===== src/rtl/spi_fifo_ctrl_v2_pkg.sv =====
// spi_fifo_ctrl_v2_pkg: shared defaults and status type for the SPI FIFO
package spi_fifo_ctrl_v2_pkg;
  localparam int SPI_FIFO_DEPTH_DEF = 16;
  localparam int SPI_DATA_WIDTH_DEF = 8;
  typedef struct packed {
    logic full;
    logic empty;
    logic almost_full;
    logic almost_empty;
    logic overflow;
    logic underflow;
  } spi_fifo_status_t;
endpackage


===== src/rtl/spi_fifo_ram.sv =====
// spi_fifo_ram: simple dual-port storage, sync write / async read, swappable for a macro
module spi_fifo_ram #(
  parameter int DATA_WIDTH = 8,
  parameter int DEPTH = 16,
  parameter int ADDR_W = $clog2(DEPTH)
) (
  input  logic                  clk,
  input  logic                  we,
  input  logic [ADDR_W-1:0]     waddr,
  input  logic [DATA_WIDTH-1:0] wdata,
  input  logic [ADDR_W-1:0]     raddr,
  output logic [DATA_WIDTH-1:0] rdata
);
  logic [DATA_WIDTH-1:0] mem [DEPTH];
  always_ff @(posedge clk) begin
    if (we) mem[waddr] <= wdata;
  end
  assign rdata = mem[raddr];
endmodule


===== src/rtl/spi_fifo_ctrl_v2.sv =====
// spi_fifo_ctrl_v2: FWFT FIFO with level, thresholds and sticky error bits
module spi_fifo_ctrl_v2
  import spi_fifo_ctrl_v2_pkg::*;
#(
  parameter int DATA_WIDTH = SPI_DATA_WIDTH_DEF,
  parameter int DEPTH = SPI_FIFO_DEPTH_DEF,
  parameter int PTR_W = $clog2(DEPTH)
) (
  input  logic                  clk,
  input  logic                  rst,
  input  logic                  clear,
  input  logic                  store,
  input  logic [DATA_WIDTH-1:0] data_in,
  input  logic                  load,
  output logic [DATA_WIDTH-1:0] data_out,
  input  logic [PTR_W:0]        afull_thr,
  input  logic [PTR_W:0]        aempty_thr,
  input  logic                  err_clr,
  output logic [PTR_W:0]        level,
  output logic                  full,
  output logic                  empty,
  output logic                  almost_full,
  output logic                  almost_empty,
  output logic                  overflow,
  output logic                  underflow,
  output logic                  ovf_sticky,
  output logic                  udf_sticky
);
  logic [PTR_W:0] w_ptr_q, w_ptr_d, r_ptr_q, r_ptr_d;
  logic ovf_sticky_q, ovf_sticky_d, udf_sticky_q, udf_sticky_d;
  logic rd_en, wr_en;
  logic [DATA_WIDTH-1:0] ram_rdata;
  spi_fifo_status_t st;
  assign level = w_ptr_q - r_ptr_q;
  always_comb begin
    st = '0;
    st.empty = level == '0;
    st.full = level == (PTR_W+1)'(DEPTH);
    st.almost_full = level >= afull_thr;
    st.almost_empty = level <= aempty_thr;
    st.overflow = !clear & store & st.full & !load;
    st.underflow = !clear & load & st.empty;
    rd_en = !clear & load & !st.empty;
    // a read at full frees the slot the write needs in the same cycle
    wr_en = !clear & store & (!st.full | rd_en);
    w_ptr_d = clear ? '0 : w_ptr_q + (PTR_W+1)'(wr_en);
    r_ptr_d = clear ? '0 : r_ptr_q + (PTR_W+1)'(rd_en);
    ovf_sticky_d = clear ? 1'b0 : st.overflow ? 1'b1 : err_clr ? 1'b0 : ovf_sticky_q;
    udf_sticky_d = clear ? 1'b0 : st.underflow ? 1'b1 : err_clr ? 1'b0 : udf_sticky_q;
  end
  always_ff @(posedge clk) begin
    w_ptr_q <= rst ? '0 : w_ptr_d;
    r_ptr_q <= rst ? '0 : r_ptr_d;
    ovf_sticky_q <= rst ? 1'b0 : ovf_sticky_d;
    udf_sticky_q <= rst ? 1'b0 : udf_sticky_d;
  end
  spi_fifo_ram #(.DATA_WIDTH(DATA_WIDTH), .DEPTH(DEPTH), .ADDR_W(PTR_W)) u_ram (
    .clk(clk),
    .we(wr_en),
    .waddr(w_ptr_q[PTR_W-1:0]),
    .wdata(data_in),
    .raddr(r_ptr_q[PTR_W-1:0]),
    .rdata(ram_rdata)
  );
  assign data_out = st.empty ? '0 : ram_rdata;
  assign full = st.full;
  assign empty = st.empty;
  assign almost_full = st.almost_full;
  assign almost_empty = st.almost_empty;
  assign overflow = st.overflow;
  assign underflow = st.underflow;
  assign ovf_sticky = ovf_sticky_q;
  assign udf_sticky = udf_sticky_q;
endmodule


===== config.mk =====
export PLATFORM = sky130hd
export DESIGN_NAME = spi_fifo_ctrl_v2
export DESIGN_NICKNAME = d
export VERILOG_FILES = /design/src/rtl/spi_fifo_ctrl_v2_pkg.sv /design/src/rtl/spi_fifo_ram.sv /design/src/rtl/spi_fifo_ctrl_v2.sv
export SDC_FILE = /design/constraint.sdc
export NUM_CORES = 1
export LEC_CHECK = 0
export BUFFER_PORTS_ARGS = -buffer_cell sky130_fd_sc_hd__buf_2
export CAP_MARGIN = 20
export CORE_MARGIN = 3
export CORE_UTILIZATION = 54
export DETAILED_ROUTE_END_ITERATION = 8
export GPL_ROUTABILITY_DRIVEN = 0
export PLACE_DENSITY_LB_ADDON = 0.15
export RECOVER_POWER = 50
export SLEW_MARGIN = 20
export SYNTH_ARGS = -nofsm -noshare
export SYNTH_HDL_FRONTEND = slang
export SYNTH_HIERARCHICAL = 1
export SYNTH_SLANG_ARGS = --single-unit

===== constraint.sdc =====
create_clock -name clk -period 3 [get_ports clk]
set_input_delay 0.3 -clock clk [delete_from_list [all_inputs] [get_ports clk]]
set_output_delay 0.3 -clock clk [all_outputs]
set_load 0.05 [all_outputs]

==> results of run 1 <==
-- logic make-up (layout without fill, tap and decap cells) --
kind of cell | Yosys count | in the layout
compound gates | 28 | 28
xor+xnor | 10 | 10
fa+ha+maj | 19 | 19
buf+inv | 28 | 126
flops | 140 | 140
mux | 32 | 32
simple gates | 81 | 81
-- state kept, by name, indices dropped and copies added, names as in the netlist --
name / flops
ovf_sticky: 1
r_ptr_q: 5
u_ram/mem: 128
udf_sticky: 1
w_ptr_q: 5
-- worst reg2reg max path, stage by stage (launching register included) --
cell and delay (ps):
dfxtp_4 340, inv_2 40, ha_4 150, fa_2 330
nand2b_4 150, a21oi_4 170, xnor2_4 140, or4b_4 490
buf_4 150, o21ba_4 230, buf_4 150, or3b_4 260
buf_6 140, nor2_4 70
-- area by class of cell --
class	instances	area, sq um	area share [%]
clock buffers	18	418	5.46
well taps	136	170	2.22
multi-input cells	170	2090	27.3
inverters	16	60.1	0.785
flip-flops and latches	140	4090	53.5
repair buffers	78	608	7.95
clock inverters	14	218	2.84
-- report_power, final --
part           internal [mW]  switching [mW]  leakage, nW
Clock                   1.44           0.787        0.302
Sequential              2.13         0.00227         1.25
Combinational          0.104           0.149         1.14
Total                   3.68           0.938         2.70
-- worst min-delay path by stage --
stage	cells after the start	end	slack, ps
after floorplan	0	u_ram/mem[0][0]	400
after global placement	2	ovf_sticky	480
after detailed placement	2	ovf_sticky	490
after CTS	3	ovf_sticky	60
after global routing	3	ovf_sticky	110
final	3	ovf_sticky	80
-- cells in the mapped netlist (2+ instances only) --
library cell,n
edfxtp_1,128
mux4_1,14
mux4_2,18
nor2b_1,11
buf_6,3
nor2_1,25
nor3b_1,2
nand3b_1,3
buf_4,2
nand2_1,13
nor3_1,5
buf_2,3
and2_1,5
o21ai_0,2
nand2b_1,5
clkdlybuf4s25_2,3
a22oi_1,16
inv_1,16
ha_1,18
xnor2_1,5
a21oi_1,3
xor2_1,5
nand3_1,5
dfxtp_1,12
-- cells in the final DEF (no fill, tap or decap), types with 5 or more instances in the layout --
master / Yosys / final
inv_1: 16 / 15
mux4_2: 18 / 18
nor2_1: 25 / 12
a22oi_1: 16 / 16
edfxtp_1: 128 / 128
clkbuf_1: 1 / 9
bufinv_16: 0 / 5
buf_2: 3 / 23
nand2_1: 13 / 13
nor2_2: 0 / 10
nor2b_4: 0 / 6
ha_1: 18 / 11
ha_4: 0 / 7
dfxtp_1: 12 / 8
buf_4: 2 / 25
buf_6: 3 / 17
mux4_1: 14 / 14
and2_1: 5 / 5
clkbuf_16: 0 / 16
-- metal layers --
layer  part of all wire (%)  global-route usage [%]
met5                      0                       0
met4                    1.5                    8.11
met3                    4.5                    4.42
met2                     49                    32.4
met1                     45                    31.0
-- through the flow --
stage / cell area [sq um] / cells
after floorplan: 6160 / 338
after global placement: 6620 / 527
after detailed placement: 6620 / 527
after CTS: 7520 / 565
after global routing: 7650 / 572
final: 7650 / 572
-- timing repair --
item,CTS,global route
resized for setup,53,18
hold buffers,0,0
pin swaps,7,8
endpoints found under the hold margin,0,0
buffers inserted,6,8
endpoints found under the setup margin,87,106
==> results.py, run 1 <==
metrics = {
    "placed_design": {
        "hpwl_mm": 7.87,
        "dp_slack_ps": -46.9,
        "port_buffers": 44,
    },
    "clock_network": {
        "clkTransAtPathRegs_ps": 60,
        "clk_path_buf_depth": 2,
        "cts_tree": "built",
        "root_buffer": "clkbuf_8",
        "cts_sinks": 140,
        "clk_latency_ps": 520,
        "cts_buffers": 17,
        "htreeDepth": 4,
    },
    "critical_path": {
        "worst_path_most_repeated_cell": "buf_6",
        "crit_path_max_incr_delay_ps": 490,
        "critPathLaunch": "w_ptr_q[0]",
        "crit_end": "overflow",
        "slowest_stage": "or4b_4",
        "path_class": "reg -> out",
        "crit_fanout": 3,
        "cp.required_ps": 2700,
        "crit_family": "simple AND/OR/NAND/NOR gates",
        "critical_path_depth": 10,
        "end_kind": "output port",
        "path_cells": "inv_2, ha_4, fa_2, nand2b_4, a21oi_4, xnor2_4, or4b_4, buf_6, nor3_4, buf_6",
        "worstPathBufferInverterCount": 3,
        "cp.arrival_ps": 2780,
        "crit_path_start_kind": "flop",
        "reg2reg_setup_slack_ps": -80,
        "reg2reg_depth": 13,
        "reg2reg_to": "u_ram/mem[2][4]",
        "r2r_start": "w_ptr_q[0]",
    },
    "yosys": {
        "yosys.area.top_type_share_pct": 64.3,
        "seq_area_frac_synth_pct": 68.3,
        "synth_cells": 338,
        "syn_area_sq_um": 5980,
        "async_flop_share_pct": 0,
        "synth_adder_area_share_pct": 4.10,
        "synth_edf_count": 128,
        "synth.avg_cell_area_sq_um": 17.7,
        "synthFlopType": "edfxtp_1",
        "yosys.area_share.simple_pct": 7.05,
        "synth_area_leaders": "edfxtp_1, mux4_2, mux4_1, dfxtp_1, ha_1",
        "synth_compound_area_share_pct": 3.50,
        "synth.ff_latch_count": 140,
        "yosysWarnings": 6,
        "synth_area_leader_cell": "edfxtp_1",
        "synth_fp_nets": 381,
        "synth_xor_area_share_pct": 1.47,
        "synth_top_family_by_area": "multiplexers",
        "synthMuxAreaShare_pct": 12.9,
        "ys_types": 40,
    },
    "drt": {
        "dr.pass1.iters": 5,
        "num_vias": 3328,
        "drt-wirelength-per-cell_um": 21.8,
        "drc": 0,
        "drt-initial-drc-count": 208,
        "finalWirelength_mm": 12.5,
        "antenna_left": 0,
        "viasPerCell": 5.82,
    },
    "floorplan": {
        "die_area_sq_um": 12400,
        "row_count": 37,
        "start_util_pct": 56.6,
        "die_w_um": 111,
        "coreArea_sq_um": 10600,
        "die_h_um": 111,
        "ios": 45,
    },
    "job": {
        "maxCapViolations": 0,
    },
    "global_routing": {
        "antenna_found_initial": 0,
        "grt_pass1_wl_mm": 19.7,
        "grt-ovfl-total": 0,
        "grtUsageTotal_pct": 21.4,
        "grt_max_degree": 34,
        "grt_pass1_vias": 3445,
    },
    "hold_path": {
        "worstHoldStart": "err_clr",
        "hp-class": "in -> reg",
    },
    "cells_and_area": {
        "utilization_pct": 72.5,
        "fill_cells": 660,
        "nets": 466,
        "antennaDiodeCount": 0,
        "drive_gt1_share_pct": 39.9,
        "synthToLayoutAreaGrowth_pct": 28.0,
    },
    "pwr": {
        "cellPowerDensity_nw_per_um2": 603,
        "power_mw": 4.61,
        "p_leak_nw": 2.70,
        "ir_worst_vdd_mv": 0.521,
    },
    "run_status": {
        "violations": "setup timing",
        "status": "finished with violations",
    },
    "timing": {
        "fin_ws_ps": -80.3,
        "slew-limit-headroom_pct": 45.8,
        "fin_skew_ps": 9.14,
        "finalHoldViolations": 0,
        "holdWs_ps": 83.7,
        "fmax_ghz": 0.325,
        "post-route-min-period_ps": 3080,
        "timing.setup.tns_ps": -2100,
        "setup_viol": 35,
        "fin_crit_sh_pct": 103,
        "maxSlewViolCount": 0,
        "rsz0062_at_grt": "true",
        "worst_slew_pin_slew_ps": 811,
    },
}
Note: power is estimated with default switching activity, not from simulation.
==> inputs of run 2 (changes only) <==
--- a/config.mk
+++ b/config.mk
@@ -5,10 +5,11 @@
 export SDC_FILE = /design/constraint.sdc
 export NUM_CORES = 1
 export LEC_CHECK = 0
+export ABC_AREA = 1
 export BUFFER_PORTS_ARGS = -buffer_cell sky130_fd_sc_hd__buf_2
 export CAP_MARGIN = 20
 export CORE_MARGIN = 3
-export CORE_UTILIZATION = 54
+export CORE_UTILIZATION = 55
 export DETAILED_ROUTE_END_ITERATION = 8
 export GPL_ROUTABILITY_DRIVEN = 0
 export PLACE_DENSITY_LB_ADDON = 0.15
==> results.py, run 2 <==
metrics = {
    "run_status": {
        "status": "finished clean",
    },
    "floorplan": {
        "die_w_um": 116,
        "die_area_sq_um": 13500,
        "row_count": 39,
        "coreArea_sq_um": 11600,
        "start_util_pct": 57.3,
        "ios": 45,
        "die_h_um": 116,
    },
    "yosys": {
        "synth.ff_latch_count": 140,
        "async_flop_share_pct": 0,
        "synth_edf_count": 128,
        "synth.avg_cell_area_sq_um": 9.54,
        "seq_area_frac_synth_pct": 61.3,
        "synthMuxAreaShare_pct": 0,
        "syn_area_sq_um": 6660,
        "ys_types": 28,
        "yosysWarnings": 6,
        "synth_area_leader_cell": "edfxtp_1",
        "synth_xor_area_share_pct": 0.263,
        "yosysMostFrequentCell": "nand2_1",
        "netlist_top_cells_count": "nand2_1, inv_1, edfxtp_1, nand3_1, nor2_1",
        "synth_compound_area_share_pct": 1.62,
        "synth_area_leaders": "edfxtp_1, nand2_1, inv_1, nand3_1, dfxtp_1",
        "synth_fp_nets": 741,
        "yosys.area_share.simple_pct": 22.4,
        "synth_top_family_by_area": "simple AND/OR/NAND/NOR gates",
        "synth_adder_area_share_pct": 3.68,
        "yosys.area.top_type_share_pct": 57.7,
        "synth_cells": 698,
        "synthFlopType": "edfxtp_1",
    },
    "critical_path": {
        "crit_path_max_incr_delay_ps": 380,
        "path_cells": "inv_1, ha_2, fa_2, nand3b_1, nand2_1, nand2_1, nand2_2, ha_4, a21oi_2, o21ai_1, o22ai_2, buf_6",
        "end_kind": "output port",
        "crit_fanout": 3,
        "worstPathBufferInverterCount": 2,
        "cp.required_ps": 2700,
        "path_class": "reg -> out",
        "crit_path_start_kind": "flop",
        "slowest_stage": "fa_2",
        "worst_path_most_repeated_cell": "nand2_1",
        "crit_family": "adder cells",
        "cp.arrival_ps": 2670,
    },
    "drt": {
        "dr.pass1.iters": 5,
        "drc": 0,
        "viasPerCell": 5.39,
        "finalWirelength_mm": 15.9,
        "drt-wirelength-per-cell_um": 17.3,
        "drt-initial-drc-count": 477,
        "num_vias": 4967,
        "antenna_left": 0,
    },
    "clock_network": {
        "clk_latency_ps": 420,
        "cts_sinks": 140,
        "root_buffer": "clkbuf_16",
        "clk_path_buf_depth": 2,
        "cts_tree": "built",
        "hold_buffers": 0,
        "clkTransAtPathRegs_ps": 60,
        "htreeDepth": 4,
        "cts_buffers": 17,
    },
    "placed_design": {
        "port_buffers": 44,
        "hpwl_mm": 10.1,
    },
    "pwr": {
        "ir_worst_vdd_mv": 0.498,
        "cellPowerDensity_nw_per_um2": 564,
        "p_leak_nw": 3.53,
    },
    "cells_and_area": {
        "largest_reg_flops": 128,
        "fill_cells": 893,
        "drive_gt1_share_pct": 16.6,
        "reg_top3": "u_ram/mem: 128 flops, r_ptr_q: 5 flops, w_ptr_q: 5 flops",
        "layout_commonest_cell": "nand2_1",
        "utilization_pct": 67.8,
        "max_flop_register": "u_ram/mem",
        "synthToLayoutAreaGrowth_pct": 18.3,
        "antennaDiodeCount": 0,
        "nets": 809,
        "layout_common_cells": "nand2_1, inv_1, edfxtp_1, nand3_1, buf_4",
    },
    "timing": {
        "fmax_ghz": 0.336,
        "fin_skew_ps": 7.56,
        "post-route-min-period_ps": 2970,
        "slew-limit-headroom_pct": 29.8,
        "holdWs_ps": 152,
        "worst_slew_pin_slew_ps": 1050,
        "fin_crit_sh_pct": 99.1,
        "finalHoldViolations": 0,
        "rsz0062_at_grt": "true",
        "maxSlewViolCount": 0,
        "setup_viol": 0,
    },
    "job": {
        "maxCapViolations": 0,
    },
    "global_routing": {
        "grt_pass1_wl_mm": 24.2,
        "grt-ovfl-total": 0,
        "grtUsageTotal_pct": 24.8,
        "grt_max_degree": 66,
        "antenna_found_initial": 0,
        "grt_pass1_vias": 4563,
    },
    "hold_path": {
        "hp-class": "in -> reg",
    },
}
run 2: cells by family (layout without fill, tap and decap cells):
kind of cell             after synthesis  after routing
AO/OA/AOI/OAI                         19             19
buffers and inverters                170            251
AND/OR/NAND/NOR                      348            348
flip-flops                           140            140
XOR/XNOR                               2              2
adder cells (fa/ha/maj)               19             19
run 2: worst paths after layout:
path	from	cells after the start	to	slack (ps)
setup / recovery	w_ptr_q[0]	12	almost_empty	30
hold / removal	err_clr	4	ovf_sticky	150
setup reg to reg	w_ptr_q[0]	15	w_ptr_q[4]	270
hold reg to reg	ovf_sticky	2	ovf_sticky	470
run 2: worst min-delay path, cell delays in order:
cell	delay, ps
buf_2	70
inv_1	40
nand2_1	50
a21oi_1	60
run 2: power by group:
| group | switching [mW] | internal (mW) | leakage (nW) |
|---|---|---|---|
| clock | 0.794 | 1.27 | 0.282 |
| combinational | 0.171 | 0.0673 | 2.00 |
| sequential | 0.00232 | 2.14 | 1.25 |
run 2: repair_timing:
item | in CTS | in global routing
gates resized for setup | 15 | 27
pin swaps | 3 | 3
endpoints found under the setup margin | 143 | 118
setup buffers | 3 | 3
run 2: routing by layer:
layer,up-vias,wire (um),global-route usage (%)
li1,2370,-,-
met1,2335,6760,33.7
met2,227,7560,38.8
met3,35,1240,6.58
met4,0,364,9.20
met5,-,0,0
run 2: cell type report:
type | instances | area [sq um] | share of cell area, %
flip-flops and latches | 140 | 4090 | 51.9
multi-input cells | 388 | 1960 | 24.9
inverters | 145 | 544 | 6.91
repair buffers | 74 | 505 | 6.42
clock buffers | 19 | 453 | 5.75
well taps | 143 | 179 | 2.27
clock inverters | 13 | 140 | 1.78
run 2: per-stage QoR:
stage | worst slack [ps] | total power [mW] | setup TNS, ps | cells | cell area (sq um)
2_1_floorplan | -17.6 | 2.31 | -1660 | 698 | 6700
3_3_place_gp | -70.5 | 2.39 | -2390 | 884 | 7120
3_5_place_dp | -165 | 2.40 | -15180 | 884 | 7120
4_1_cts | -43.0 | 4.45 | -43.0 | 919 | 7780
5_1_grt | -125 | 4.57 | -566 | 922 | 7870
6_report | 26.0 | 4.44 | 0 | 922 | 7870
==> inputs of run 3 (changes only) <==
--- a/config.mk
+++ b/config.mk
@@ -8,8 +8,10 @@
 export ABC_AREA = 1
 export BUFFER_PORTS_ARGS = -buffer_cell sky130_fd_sc_hd__buf_2
 export CAP_MARGIN = 20
+export CELL_PAD_IN_SITES_DETAIL_PLACEMENT = 1
+export CELL_PAD_IN_SITES_GLOBAL_PLACEMENT = 2
 export CORE_MARGIN = 3
-export CORE_UTILIZATION = 55
+export CORE_UTILIZATION = 35
 export DETAILED_ROUTE_END_ITERATION = 8
 export GPL_ROUTABILITY_DRIVEN = 0
 export PLACE_DENSITY_LB_ADDON = 0.15
==> results.py, run 3 (synthesized netlist as in run 2, its figures left out) <==
metrics = {
    "clock_network": {
        "cts_sinks": 140,
        "htreeDepth": 4,
        "root_buffer": "clkbuf_16",
        "cts_buffers": 17,
        "clk_path_buf_depth": 2,
        "hold_buffers": 0,
        "cts_tree": "built",
        "clkTransAtPathRegs_ps": 60,
        "clk_latency_ps": 420,
    },
    "cells_and_area": {
        "antennaDiodeCount": 0,
        "reg_top3": "u_ram/mem: 128 flops, r_ptr_q: 5 flops, w_ptr_q: 5 flops",
        "layout_commonest_cell": "nand2_1",
        "max_flop_register": "u_ram/mem",
        "drive_gt1_share_pct": 16.8,
        "synthToLayoutAreaGrowth_pct": 20.8,
        "finalNonFillerCells": 1009,
        "nets": 811,
        "postLayoutCellArea_sq_um": 8040,
        "layout_common_cells": "nand2_1, inv_1, edfxtp_1, nand3_1",
        "largest_reg_flops": 128,
    },
    "global_routing": {
        "grt_max_degree": 66,
        "grtUsageTotal_pct": 18.9,
        "antenna_found_initial": 0,
        "grt-ovfl-total": 0,
        "grt_pass1_wl_mm": 28.7,
        "grt_pass1_vias": 5092,
    },
    "critical_path": {
        "end_kind": "output port",
        "worst_path_most_repeated_cell": "ha_4",
        "path_class": "reg -> out",
        "worstPathBufferInverterCount": 2,
        "crit_fanout": 3,
        "slowest_stage": "fa_2",
        "crit_path_max_incr_delay_ps": 400,
        "crit_family": "adder cells",
        "path_cells": "inv_2, ha_4, fa_2, nand3b_1, nand2_1, nand2_2, nand2_4, ha_4, a21oi_2, o21ai_2, o22ai_2, buf_6",
        "cp.arrival_ps": 2630,
        "crit_path_start_kind": "flop",
        "cp.required_ps": 2700,
    },
    "timing": {
        "maxSlewViolCount": 0,
        "post-route-min-period_ps": 2930,
        "setup_viol": 0,
        "worst_slew_pin_slew_ps": 1080,
        "fin_skew_ps": 7.13,
        "finalHoldViolations": 0,
        "rsz0062_at_grt": "true",
        "slew-limit-headroom_pct": 27.8,
        "fin_crit_sh_pct": 97.8,
        "fmax_ghz": 0.341,
    },
    "drt": {
        "drc": 0,
        "antenna_left": 0,
        "drt-wirelength-per-cell_um": 19.0,
        "num_vias": 4817,
        "viasPerCell": 4.77,
        "dr.pass1.iters": 4,
        "finalWirelength_mm": 19.2,
        "drt-initial-drc-count": 202,
    },
    "pwr": {
        "cellPowerDensity_nw_per_um2": 577,
        "power_mw": 4.64,
        "ir_worst_vdd_mv": 0.385,
        "p_leak_nw": 3.55,
    },
    "floorplan": {
        "start_util_pct": 36.3,
        "coreArea_sq_um": 18300,
        "die_w_um": 144,
        "die_area_sq_um": 20700,
        "ios": 45,
        "row_count": 49,
        "die_h_um": 144,
    },
    "placed_design": {
        "dp_cells": 972,
        "hpwl_mm": 12.0,
        "place_area_sq_um": 7230,
        "port_buffers": 44,
    },
    "job": {
        "maxCapViolations": 0,
    },
    "hold_path": {
        "hp-class": "in -> reg",
    },
    "run_status": {
        "status": "finished clean",
    },
}
==> run 3: cell type report <==
| class | count | area, sq um |
|---|---|---|
| flip-flops and latches | 140 | 4090 |
| multi-input cells | 389 | 2020 |
| clock buffers | 19 | 433 |
| repair buffers | 75 | 472 |
| inverters | 145 | 544 |
| clock inverters | 12 | 195 |
| fillers | 2076 | 10300 |
| well taps | 229 | 287 |
==> run 3: what timing repair did <==
action	4_1_cts	5_1_grt
endpoints found under the setup margin	4	44
gates cloned	0	1
buffers inserted	4	1
hold endpoints to repair	0	0
pin swaps	2	6
resized for setup	10	30
==> run 3: metrics by stage <==
| step | TNS [ps] | utilization, % | hold slack, ps | worst slack [ps] |
|---|---|---|---|---|
| 3_3_place_gp | 0 | 39.5 | 450 | 266 |
| 2_1_floorplan | -1660 | - | 399 | -17.6 |
| 6_report | 0 | 43.9 | 166 | 67.2 |
| 5_1_grt | -1490 | 43.9 | 171 | -56.0 |
| 3_5_place_dp | 0 | 39.5 | 475 | 185 |
| 4_1_cts | 0 | 43.2 | 149 | 21.2 |
==> run 3: report_power, final <==
group,internal [mW],switching [mW]
clock network,1.47,0.796
logic,0.0622,0.174
registers,2.14,0.00283
==> run 3: worst reg2reg max path: cells and delay by family (launching register included) <==
| kind | cells | cell delay (ps) |
|---|---|---|
| AO/OA/AOI/OAI | 1 | 160 |
| flip-flops | 1 | 330 |
| buffers and inverters | 4 | 550 |
| adder cells (fa/ha/maj) | 2 | 560 |
| AND/OR/NAND/NOR | 7 | 980 |
==> run 3: worst paths after layout <==
check | cells after the start | end | from | slack [ps]
min | 4 | ovf_sticky | err_clr | 170
max reg2reg | 14 | u_ram/mem[5][5] | w_ptr_q[0] | 120
max | 12 | almost_empty | w_ptr_q[0] | 70
min reg2reg | 2 | ovf_sticky | ovf_sticky | 480
==> run 3: layer usage <==
| metal | wire, um | vias to the layer above | global-route usage (%) |
|---|---|---|---|
| li1 | - | 2368 | - |
| met2 | 9640 | 77 | 32.8 |
| met1 | 8590 | 2354 | 24.2 |
| met5 | 0 | - | 0 |
| met4 | 280 | 0 | 5.60 |
| met3 | 640 | 18 | 3.43 |
